**src/rtl/mps_op_cmd_arbiter_if.sv**
```systemverilog
// Request, status and FSM-handshake bundle between the requesters/op FSM and the command arbiter.
// slave = arbiter side, master = requesters and operation FSM side.
interface mps_op_cmd_arbiter_if;
  logic [2:0] i_req_on;
  logic [2:0] i_req_off;
  logic [2:0] i_src_en;
  logic       i_intl;
  logic       i_err_clr;
  logic [3:0] i_on_state;
  logic [3:0] i_off_state;
  logic       o_op_on_flag;
  logic       o_op_off_flag;
  logic       o_busy;
  logic [1:0] o_grant_src;
  logic       o_pwr_on;
  logic       o_done;
  logic       o_rej;
  logic       o_err;
  logic [1:0] o_err_code;

  modport slave (
    input  i_req_on, i_req_off, i_src_en, i_intl, i_err_clr, i_on_state, i_off_state,
    output o_op_on_flag, o_op_off_flag, o_busy, o_grant_src, o_pwr_on,
           o_done, o_rej, o_err, o_err_code
  );

  modport master (
    output i_req_on, i_req_off, i_src_en, i_intl, i_err_clr, i_on_state, i_off_state,
    input  o_op_on_flag, o_op_off_flag, o_busy, o_grant_src, o_pwr_on,
           o_done, o_rej, o_err, o_err_code
  );
endinterface

```
**src/rtl/mps_op_cmd_arbiter.sv**
```systemverilog
// Priority arbiter/sequencer for MPS on/off commands. Latency: request to start flag is 2 edges, interlock to off flag is 2 edges.
// No queuing: on-requests while busy are rejected with o_rej. Optional timeout/FAULT path under MPS_CMD_TIMEOUT_EN.
module mps_op_cmd_arbiter #(
`ifdef MPS_CMD_TIMEOUT_EN
  parameter int unsigned TIMEOUT_CYC = 2_000_000,
`endif
  parameter logic [3:0]  ON_DONE_ST  = 4'd13,
  parameter logic [3:0]  OFF_DONE_ST = 4'd4
) (
  input  logic                 i_clk,
  input  logic                 i_rst,
  mps_op_cmd_arbiter_if.slave  bus
);

  typedef enum logic [2:0] {
    S_IDLE, S_ISSUE_ON, S_WAIT_ON, S_ISSUE_OFF, S_WAIT_OFF, S_FAULT
  } state_t;

  state_t     state, state_nxt;
  logic [2:0] pend_on, pend_off;
  logic [2:0] on_req, off_req;
  logic       intl_q;
  logic       on_acc, rej_nxt, to_hit;
  logic [1:0] grant_nxt, code_set;
  logic       pwr_nxt, done_nxt, err_set;

  function automatic logic [1:0] low_idx(input logic [2:0] v);
    if (v[0])      return 2'd0;
    else if (v[1]) return 2'd1;
    else           return 2'd2;
  endfunction

  assign on_req  = bus.i_req_on  & bus.i_src_en;
  assign off_req = bus.i_req_off & bus.i_src_en;

  // An on-request is only taken when nothing else can claim the next IDLE decision.
  assign on_acc  = (state == S_IDLE) && !(|pend_on) && !(|pend_off) && !(|off_req)
                   && !bus.o_pwr_on && !bus.i_intl;
  assign rej_nxt = (|on_req) && (state != S_FAULT) && !on_acc;

`ifdef MPS_CMD_TIMEOUT_EN
  localparam logic [31:0] TO_LAST = 32'(TIMEOUT_CYC - 1);
  logic [31:0] to_cnt;

  always_ff @(posedge i_clk or posedge i_rst) begin
    if (i_rst)
      to_cnt <= 32'd0;
    else if (state == S_ISSUE_ON || state == S_ISSUE_OFF)
      to_cnt <= 32'd0;
    else if (state == S_WAIT_ON || state == S_WAIT_OFF)
      to_cnt <= to_cnt + 32'd1;
  end

  assign to_hit = (state == S_WAIT_ON || state == S_WAIT_OFF) && (to_cnt == TO_LAST);
`else
  assign to_hit = 1'b0;
`endif

  always_comb begin
    state_nxt = state;
    grant_nxt = bus.o_grant_src;
    pwr_nxt   = bus.o_pwr_on;
    done_nxt  = 1'b0;
    err_set   = 1'b0;
    code_set  = 2'b00;
    case (state)
      S_IDLE: begin
        if (intl_q && bus.o_pwr_on) begin
          state_nxt = S_ISSUE_OFF;
          grant_nxt = 2'd3;
        end else if (|pend_off) begin
          state_nxt = S_ISSUE_OFF;
          grant_nxt = low_idx(pend_off);
        end else if ((|pend_on) && !intl_q && !bus.o_pwr_on) begin
          state_nxt = S_ISSUE_ON;
          grant_nxt = low_idx(pend_on);
        end
      end
      S_ISSUE_ON:  state_nxt = S_WAIT_ON;
      S_ISSUE_OFF: state_nxt = S_WAIT_OFF;
      S_WAIT_ON: begin
        if (bus.i_on_state == ON_DONE_ST) begin
          state_nxt = S_IDLE;
          pwr_nxt   = 1'b1;
          done_nxt  = 1'b1;
        end else if (intl_q) begin
          state_nxt = S_ISSUE_OFF;
          grant_nxt = 2'd3;
          err_set   = 1'b1;
          code_set  = 2'b10;
        end else if (|pend_off) begin
          state_nxt = S_ISSUE_OFF;
          grant_nxt = low_idx(pend_off);
        end else if (to_hit) begin
          state_nxt = S_FAULT;
          err_set   = 1'b1;
          code_set  = 2'b01;
        end
      end
      S_WAIT_OFF: begin
        if (bus.i_off_state == OFF_DONE_ST) begin
          state_nxt = S_IDLE;
          pwr_nxt   = 1'b0;
          done_nxt  = 1'b1;
        end else if (to_hit) begin
          state_nxt = S_FAULT;
          err_set   = 1'b1;
          code_set  = 2'b01;
        end
      end
      S_FAULT: begin
        if (bus.i_err_clr) state_nxt = S_IDLE;
      end
      default: state_nxt = S_IDLE;
    endcase
  end

  always_ff @(posedge i_clk or posedge i_rst) begin
    if (i_rst) begin
      state             <= S_IDLE;
      pend_on           <= 3'b000;
      pend_off          <= 3'b000;
      intl_q            <= 1'b0;
      bus.o_op_on_flag  <= 1'b0;
      bus.o_op_off_flag <= 1'b0;
      bus.o_busy        <= 1'b0;
      bus.o_grant_src   <= 2'd0;
      bus.o_pwr_on      <= 1'b0;
      bus.o_done        <= 1'b0;
      bus.o_rej         <= 1'b0;
      bus.o_err         <= 1'b0;
      bus.o_err_code    <= 2'b00;
    end else begin
      state   <= state_nxt;
      intl_q  <= bus.i_intl;
      pend_on <= on_acc ? on_req : 3'b000;
      // Off requests are dropped once an off is in flight or the block is faulted.
      if (state == S_ISSUE_OFF || state == S_WAIT_OFF || state == S_FAULT)
        pend_off <= 3'b000;
      else
        pend_off <= pend_off | off_req;
      bus.o_op_on_flag  <= (state_nxt == S_ISSUE_ON);
      bus.o_op_off_flag <= (state_nxt == S_ISSUE_OFF) ||
                           ((state_nxt == S_FAULT) && (state != S_FAULT));
      bus.o_busy        <= (state_nxt != S_IDLE);
      bus.o_grant_src   <= grant_nxt;
      bus.o_pwr_on      <= pwr_nxt;
      bus.o_done        <= done_nxt;
      bus.o_rej         <= rej_nxt;
      if (err_set) begin
        bus.o_err      <= 1'b1;
        bus.o_err_code <= code_set;
      end else if (bus.i_err_clr) begin
        bus.o_err      <= 1'b0;
        bus.o_err_code <= 2'b00;
      end
    end
  end

endmodule

```
**src/flat_wrapper.sv**
```systemverilog
// flat-port wrapper written by rule: the top's interface ports become plain ports
module mps_op_cmd_arbiter_flat 
#(

  parameter logic [3:0]  ON_DONE_ST  = 4'd13,
  parameter logic [3:0]  OFF_DONE_ST = 4'd4
)
  (i_clk, i_rst, bus_i_req_on, bus_i_req_off, bus_i_src_en, bus_i_intl, bus_i_err_clr, bus_i_on_state, bus_i_off_state, bus_o_op_on_flag, bus_o_op_off_flag, bus_o_busy, bus_o_grant_src, bus_o_pwr_on, bus_o_done, bus_o_rej, bus_o_err, bus_o_err_code);
  mps_op_cmd_arbiter_if bus_i ();
  input  logic i_clk;
  input  logic i_rst;
  input wire logic [$bits(bus_i.i_req_on)-1:0] bus_i_req_on;
  input wire logic [$bits(bus_i.i_req_off)-1:0] bus_i_req_off;
  input wire logic [$bits(bus_i.i_src_en)-1:0] bus_i_src_en;
  input wire logic [$bits(bus_i.i_intl)-1:0] bus_i_intl;
  input wire logic [$bits(bus_i.i_err_clr)-1:0] bus_i_err_clr;
  input wire logic [$bits(bus_i.i_on_state)-1:0] bus_i_on_state;
  input wire logic [$bits(bus_i.i_off_state)-1:0] bus_i_off_state;
  output wire logic [$bits(bus_i.o_op_on_flag)-1:0] bus_o_op_on_flag;
  output wire logic [$bits(bus_i.o_op_off_flag)-1:0] bus_o_op_off_flag;
  output wire logic [$bits(bus_i.o_busy)-1:0] bus_o_busy;
  output wire logic [$bits(bus_i.o_grant_src)-1:0] bus_o_grant_src;
  output wire logic [$bits(bus_i.o_pwr_on)-1:0] bus_o_pwr_on;
  output wire logic [$bits(bus_i.o_done)-1:0] bus_o_done;
  output wire logic [$bits(bus_i.o_rej)-1:0] bus_o_rej;
  output wire logic [$bits(bus_i.o_err)-1:0] bus_o_err;
  output wire logic [$bits(bus_i.o_err_code)-1:0] bus_o_err_code;
  assign bus_i.i_req_on = bus_i_req_on;
  assign bus_i.i_req_off = bus_i_req_off;
  assign bus_i.i_src_en = bus_i_src_en;
  assign bus_i.i_intl = bus_i_intl;
  assign bus_i.i_err_clr = bus_i_err_clr;
  assign bus_i.i_on_state = bus_i_on_state;
  assign bus_i.i_off_state = bus_i_off_state;
  assign bus_o_op_on_flag = bus_i.o_op_on_flag;
  assign bus_o_op_off_flag = bus_i.o_op_off_flag;
  assign bus_o_busy = bus_i.o_busy;
  assign bus_o_grant_src = bus_i.o_grant_src;
  assign bus_o_pwr_on = bus_i.o_pwr_on;
  assign bus_o_done = bus_i.o_done;
  assign bus_o_rej = bus_i.o_rej;
  assign bus_o_err = bus_i.o_err;
  assign bus_o_err_code = bus_i.o_err_code;
  mps_op_cmd_arbiter #(.ON_DONE_ST(ON_DONE_ST), .OFF_DONE_ST(OFF_DONE_ST)) u_core (.i_clk(i_clk), .i_rst(i_rst), .bus(bus_i));
endmodule
```
**config.mk**
```make
export PLATFORM = sky130hd
export DESIGN_NAME = mps_op_cmd_arbiter_flat
export DESIGN_NICKNAME = d
export VERILOG_FILES = /design/src/rtl/mps_op_cmd_arbiter_if.sv /design/src/rtl/mps_op_cmd_arbiter.sv /design/src/flat_wrapper.sv
export SDC_FILE = /design/constraint.sdc
export NUM_CORES = 1
export LEC_CHECK = 0
export CORE_MARGIN = 5
export CORE_UTILIZATION = 30
export DETAILED_ROUTE_END_ITERATION = 10
export GPL_ROUTABILITY_DRIVEN = 0
export PLACE_DENSITY = 0.71
export SYNTH_ARGS = -nofsm -noshare
export SYNTH_HDL_FRONTEND = slang
export SYNTH_SLANG_ARGS = --single-unit
```
**constraint.sdc**
```tcl
create_clock -name i_clk -period 1.7 [get_ports i_clk]
set_clock_uncertainty 0.15 [all_clocks]
set_input_delay 0.34 -clock i_clk [delete_from_list [all_inputs] [get_ports i_clk]]
set_output_delay 0.34 -clock i_clk [all_outputs]
set_load 0.02 [all_outputs]
```
* Yosys cells after proc, flatten, opt, wreduce, memory -nomap -nowiden
Index checks and enable logic that the tools add are counted.
** Storage, ports and cells
- Register bits :: 21
- Bits of input ports :: 21
** Operators by class
- Eq/ne operators :: 16
- Muxes and demuxes :: 38
- Bitwise logic cells :: 3
- Reduce and logical (&&, ||, !) cells :: 32
** Operators with widths (number)
- $mux 2 :: 15
- $mux 3 :: 10
- $pmux 3 s6 :: 1
- $reduce_or 3->1 :: 4
- $logic_and 1x1->1 :: 11
- $eq 3x2->1 const B :: 3
- $eq 3x3->1 const B :: 3
- $mux 1 :: 9
- $logic_not 1->1 :: 7
- $and 3x3->3 :: 2
- $eq 3x1->1 const B :: 2
- $reduce_bool 2->1 :: 3
- $eq 4x3->1 const B :: 1
- $eq 4x4->1 const B :: 1
- $ne 2x1->1 const B :: 2
- $ne 4x4->1 const B :: 1
- $pmux 1 s2 :: 2
- $pmux 2 s2 :: 1
- $reduce_and 4->1 :: 1
- $logic_not 3->1 :: 1
- $logic_or 1x1->1 :: 3
- $ne 3x1->1 const B :: 1
- $ne 3x3->1 const B :: 1
- $or 3x3->3 :: 1
- 3 further kinds :: 3

* Longest topological paths before layout
- Depth after elaboration :: 10
- Gate-level depth with buffers :: 5

* Least setup slack after synthesis
Ideal clock, no wire load.
- Kind :: register to register
- From :: reg u_core.bus.o_pwr_on
- To :: reg u_core.bus.o_busy
- Setup time :: 0.132 ns
- Arrival time :: 1.491 ns
- Required time :: 1.418 ns
- Slack :: -0.073 ns
- Stages on the path, launching flop included :: 5
- Clock period less this slack :: 1.773 ns
- Path through :: dfrtp_1 > o41ai_4 > a221oi_2 > a211oi_2 > or3b_1
** Between the ends
- Cells in the longest elaborated chain, start to end :: 7
- Elaborated cells between the ends (all ways) :: 8
- Classes of those cells :: mux: 4; reduce/logical: 4
** RTL lines
- start: declaration :: line mps_op_cmd_arbiter_if.sv:23 : output o_op_on_flag, o_op_off_flag, o_busy, o_grant_src, o_pwr_on,
- start signal: assignment :: line mps_op_cmd_arbiter.sv:147 : bus.o_pwr_on <= pwr_nxt;
- $logic_not 1->1 :: line mps_op_cmd_arbiter.sv:74 : end else if ((|pend_on) && !intl_q && !bus.o_pwr_on) begin
- $logic_and 1x1->1 :: line mps_op_cmd_arbiter.sv:74
- $mux 3 :: line mps_op_cmd_arbiter.sv:74
- $mux 3 :: line mps_op_cmd_arbiter.sv:71 : end else if (|pend_off) begin
- $mux 3 (*) :: line mps_op_cmd_arbiter.sv:68 : if (intl_q && bus.o_pwr_on) begin
- $pmux 3 s6 (*) :: line mps_op_cmd_arbiter.sv:66 : case (state)
- $reduce_bool 3->1 (*) :: line mps_op_cmd_arbiter.sv:145 : bus.o_busy <= (state_nxt != S_IDLE);
- end signal: assignment :: line mps_op_cmd_arbiter.sv:145
- end: declaration :: line mps_op_cmd_arbiter_if.sv:23
Every way passes the cells marked *; elsewhere a longest branch is shown, timed or not.
A chain may end at the register's enable or synchronous reset.

* Final worst setup path
- From :: reg u_core.state[0]
- To :: reg u_core.bus.o_busy
** Between the ends
- Cells in the longest elaborated chain, start to end :: 5
- Elaborated cells between the ends (all ways) :: 16
- Classes of those cells :: eq/ne: 5; mux: 9; reduce/logical: 2
** RTL lines
- start: declaration :: line mps_op_cmd_arbiter.sv:19 : state_t state, state_nxt;
- start signal: assignment :: line mps_op_cmd_arbiter.sv:134 : state <= state_nxt;
- $mux 3, on equally long branches :: line mps_op_cmd_arbiter.sv:91, mps_op_cmd_arbiter.sv:74
- $mux 3, on equally long branches :: line mps_op_cmd_arbiter.sv:86, mps_op_cmd_arbiter.sv:71
- $mux 3, on equally long branches :: line mps_op_cmd_arbiter.sv:82, mps_op_cmd_arbiter.sv:68
- $pmux 3 s6 (*) :: line mps_op_cmd_arbiter.sv:66
- $reduce_bool 3->1 (*) :: line mps_op_cmd_arbiter.sv:145
Marked as above.

==> results.yml <==
clock_network:
  clk_pin_slew_ns: 0.12
  root_buffer: "clkbuf_4"
  postCtsHoldBufs: 0
  clock_sinks: 19
  clk_latency_ns: 0.31
  tritoncts: "built"
  cts_max_level: 1
  cts_buffer_depth: 2
  cts-buffers-inserted: 3
critical_path:
  crit_path_end_kind: "register"
  required_ns: 1.73
  reg2reg_depth: 4
  worstSetupStartpointType: "register"
  worstPathArrival_ns: 1.82
  worst-r2r-setup-slack_ns: -0.09
  cp.depth: 4
  r2r-start: "u_core.state[0]"
  path_max_fanout: 4
  crit_chain: "o41ai_4, a221oi_2, a211oi_2, or3b_1"
  critPathLaunch: "u_core.state[0]"
  cp_num_buf_inv: 0
  r2r-end: "u_core.bus.o_busy"
  cp_top_family: "compound AO/OA/AOI/OAI gates"
  criticalPathCategory: "register to register"
  slowest_delay_ns: 0.45
  slowest_stage: "dfrtp_2"
final_layout:
  n_antenna_cell: 0
  drive_above_1_share: 0.265
  stdcell_count: 180
  areaGrowthSynthToFinish_pct: 51.6
  nets: 158
timing:
  fin_crit_ns: 1.79
  finalWorstSetupSlack_ns: -0.0904
  rsz0062_at_grt: "true"
  post-route-period-util: 1.05
  hold_viol: 0
  setup_viol: 4
  fmax_ghz: 0.559
  slew_viol_final: 0
synthesis:
  yosysWarnings: 0
  syn_area_sq_um: 933
  ys_ff_latch: 19
  ys_types: 35
  synth-edff-count: 0
  syn_avg_cell_area_sq_um: 10.4
  synth.net_count: 111
  synth-main-ff-cell: "dfrtp_1"
  syn_inst: 90
  synthArstFlopShare: 1.00
  synth_seq_area_share: 0.509
drt:
  remaining_drc_errors: 0
  wl_per_cell_um: 11.9
  drt_iter0_drc: 25
  vias: 835
  drt-pass1-iter-count: 4
  final_antenna_net_count: 0
  drt_wl_total_um: 2140
  vias_per_cell: 4.64
floorplanning:
  rows: 20
  die_h_um: 65.8
  pin_count: 32
  die_x_um: 65.8
  core_area_sq_um: 3030
  start_util: 0.308
  dieArea_sq_um: 4330
flow_run:
  cap_violations: 0
global_routing:
  grt_max_degree: 20
  grt_pass1_vias: 888
  grt_pass1_wl_um: 3730
  grt-ovfl-total: 0
  grt_usage: 0.109
  antenna_found_initial: 0
outcome:
  outcome: "complete, but fails checks"
  violations: "setup timing"
placed_design:
  io_buffers: 30
  dp.cells: 175
  dp_hpwl_um: 1740
  preCtsSetupSlack_ns: -0.389
power:
  ir_worst_vdd_uv: 500
  power.density_nw_per_um2: 1350
  p_leak_uw: 0.000623
worst_hold_path:
  hold_path.class: "input port to async pin"
[cell type report]
cell class	instances	area, sq um
Tap cell	44	55.1
Fill cell	302	1610
Clock inverter	1	7.51
Sequential cell	19	479
Timing Repair Buffer	46	404
Multi-Input combinational cell	63	432
Clock buffer	3	22.5
Inverter	4	15.0
[through the flow]
| step | total power [uW] | utilization | hold WS [ns] | area [sq um] | TNS, ns |
|---|---|---|---|---|---|
| 5_1_grt | 2060 | 0.467 | 0.232 | 1420 | -0.625 |
| 4_1_cts | 1910 | 0.461 | 0.193 | 1400 | -0.220 |
| 6_report | 1920 | 0.467 | 0.183 | 1420 | -0.209 |
| 2_1_floorplan | 1270 | - | 0.141 | 935 | -0.106 |
| 3_3_place_gp | 1690 | 0.452 | 0.350 | 1370 | -1.93 |
| 3_5_place_dp | 1710 | 0.452 | 0.351 | 1370 | -2.20 |
[power by group]
part	switching (uW)	internal (uW)
Combinational	493	485
Clock	145	89.8
Sequential	105	599
Total	743	1170
[flip-flops by register name, summed over array words and instances (netlist names)]
signal	flops
u_core.bus.o_busy	1
u_core.bus.o_done	1
u_core.bus.o_err_code	1
u_core.bus.o_grant_src	2
u_core.bus.o_op_off_flag	1
u_core.bus.o_op_on_flag	1
u_core.bus.o_pwr_on	1
u_core.bus.o_rej	1
u_core.intl_q	1
u_core.pend_off	3
u_core.pend_on	3
u_core.state	3
[layout by cell type, fill, tap and decap left out, drive strengths merged, types with 2 or more instances in the layout]
cell type      synthesis  routed
a21oi                  6       6
buf                    4      16
clkbuf                 0       4
clkdlybuf4s50          0      20
dfrtp                 19      19
dlygate4sd2            0       9
inv                    4       4
mux2                   2       2
nand2                  6       6
nand2b                 2       2
nand3                  3       3
nand3b                 4       4
nor2                  10      10
nor3                   5       5
o21ai                  4       4
or2                    2       2
[worst min-delay path: cells and delay by family]
| family | cells | cell delay (ns) |
|---|---|---|
| buf+inv | 3 | 0.69 |
[Yosys cell counts, drive strengths merged (2+ instances only)]
cell type | n | area [sq um]
dfrtp | 19 | 475
nor2 | 10 | 37.5
a21oi | 6 | 30.0
nand2 | 6 | 22.5
nor3 | 5 | 30.0
buf | 4 | 33.8
inv | 4 | 15.0
nand3b | 4 | 30.0
o21ai | 4 | 20.0
nand3 | 3 | 15.0
mux2 | 2 | 22.5
nand2b | 2 | 12.5
or2 | 2 | 12.5
[timing repair]
action	CTS	global route
setup endpoints to repair	14	8
buffers inserted	1	0
pin swaps	0	0
resized for setup	12	6
[worst max-delay path by stage]
stage,end,slack (ns)
floorplan,u_core.bus.o_busy,-0.05
global placement,u_core.bus.o_busy,-0.36
detailed placement,u_core.bus.o_busy,-0.39
CTS,u_core.bus.o_busy,-0.10
global route,u_core.bus.o_grant_src[0],-0.17
finish,u_core.bus.o_busy,-0.09
[cell families (layout without fill, tap and decap cells)]
| family | Yosys count | after routing | share of synthesized area |
|---|---|---|---|
| AOI/OAI and AO/OA | 18 | 18 | 0.154 |
| buffers and inverters | 8 | 54 | 0.0523 |
| and+or+nand+nor | 42 | 42 | 0.256 |
| other | 1 | 1 | 0.00402 |
| DFF | 19 | 19 | 0.509 |
| muxes | 2 | 2 | 0.0241 |
[metal layers]
| layer | wire [um] | up-vias | track usage |
|---|---|---|---|
| met5 | 0 | - | 0 |
| met4 | 3 | 0 | 0.0285 |
| met3 | 179 | 2 | 0.0374 |
| met2 | 1080 | 32 | 0.188 |
| met1 | 883 | 387 | 0.128 |
| li1 | - | 414 | - |
No activity file was read; power rests on OpenSTA's default activity.
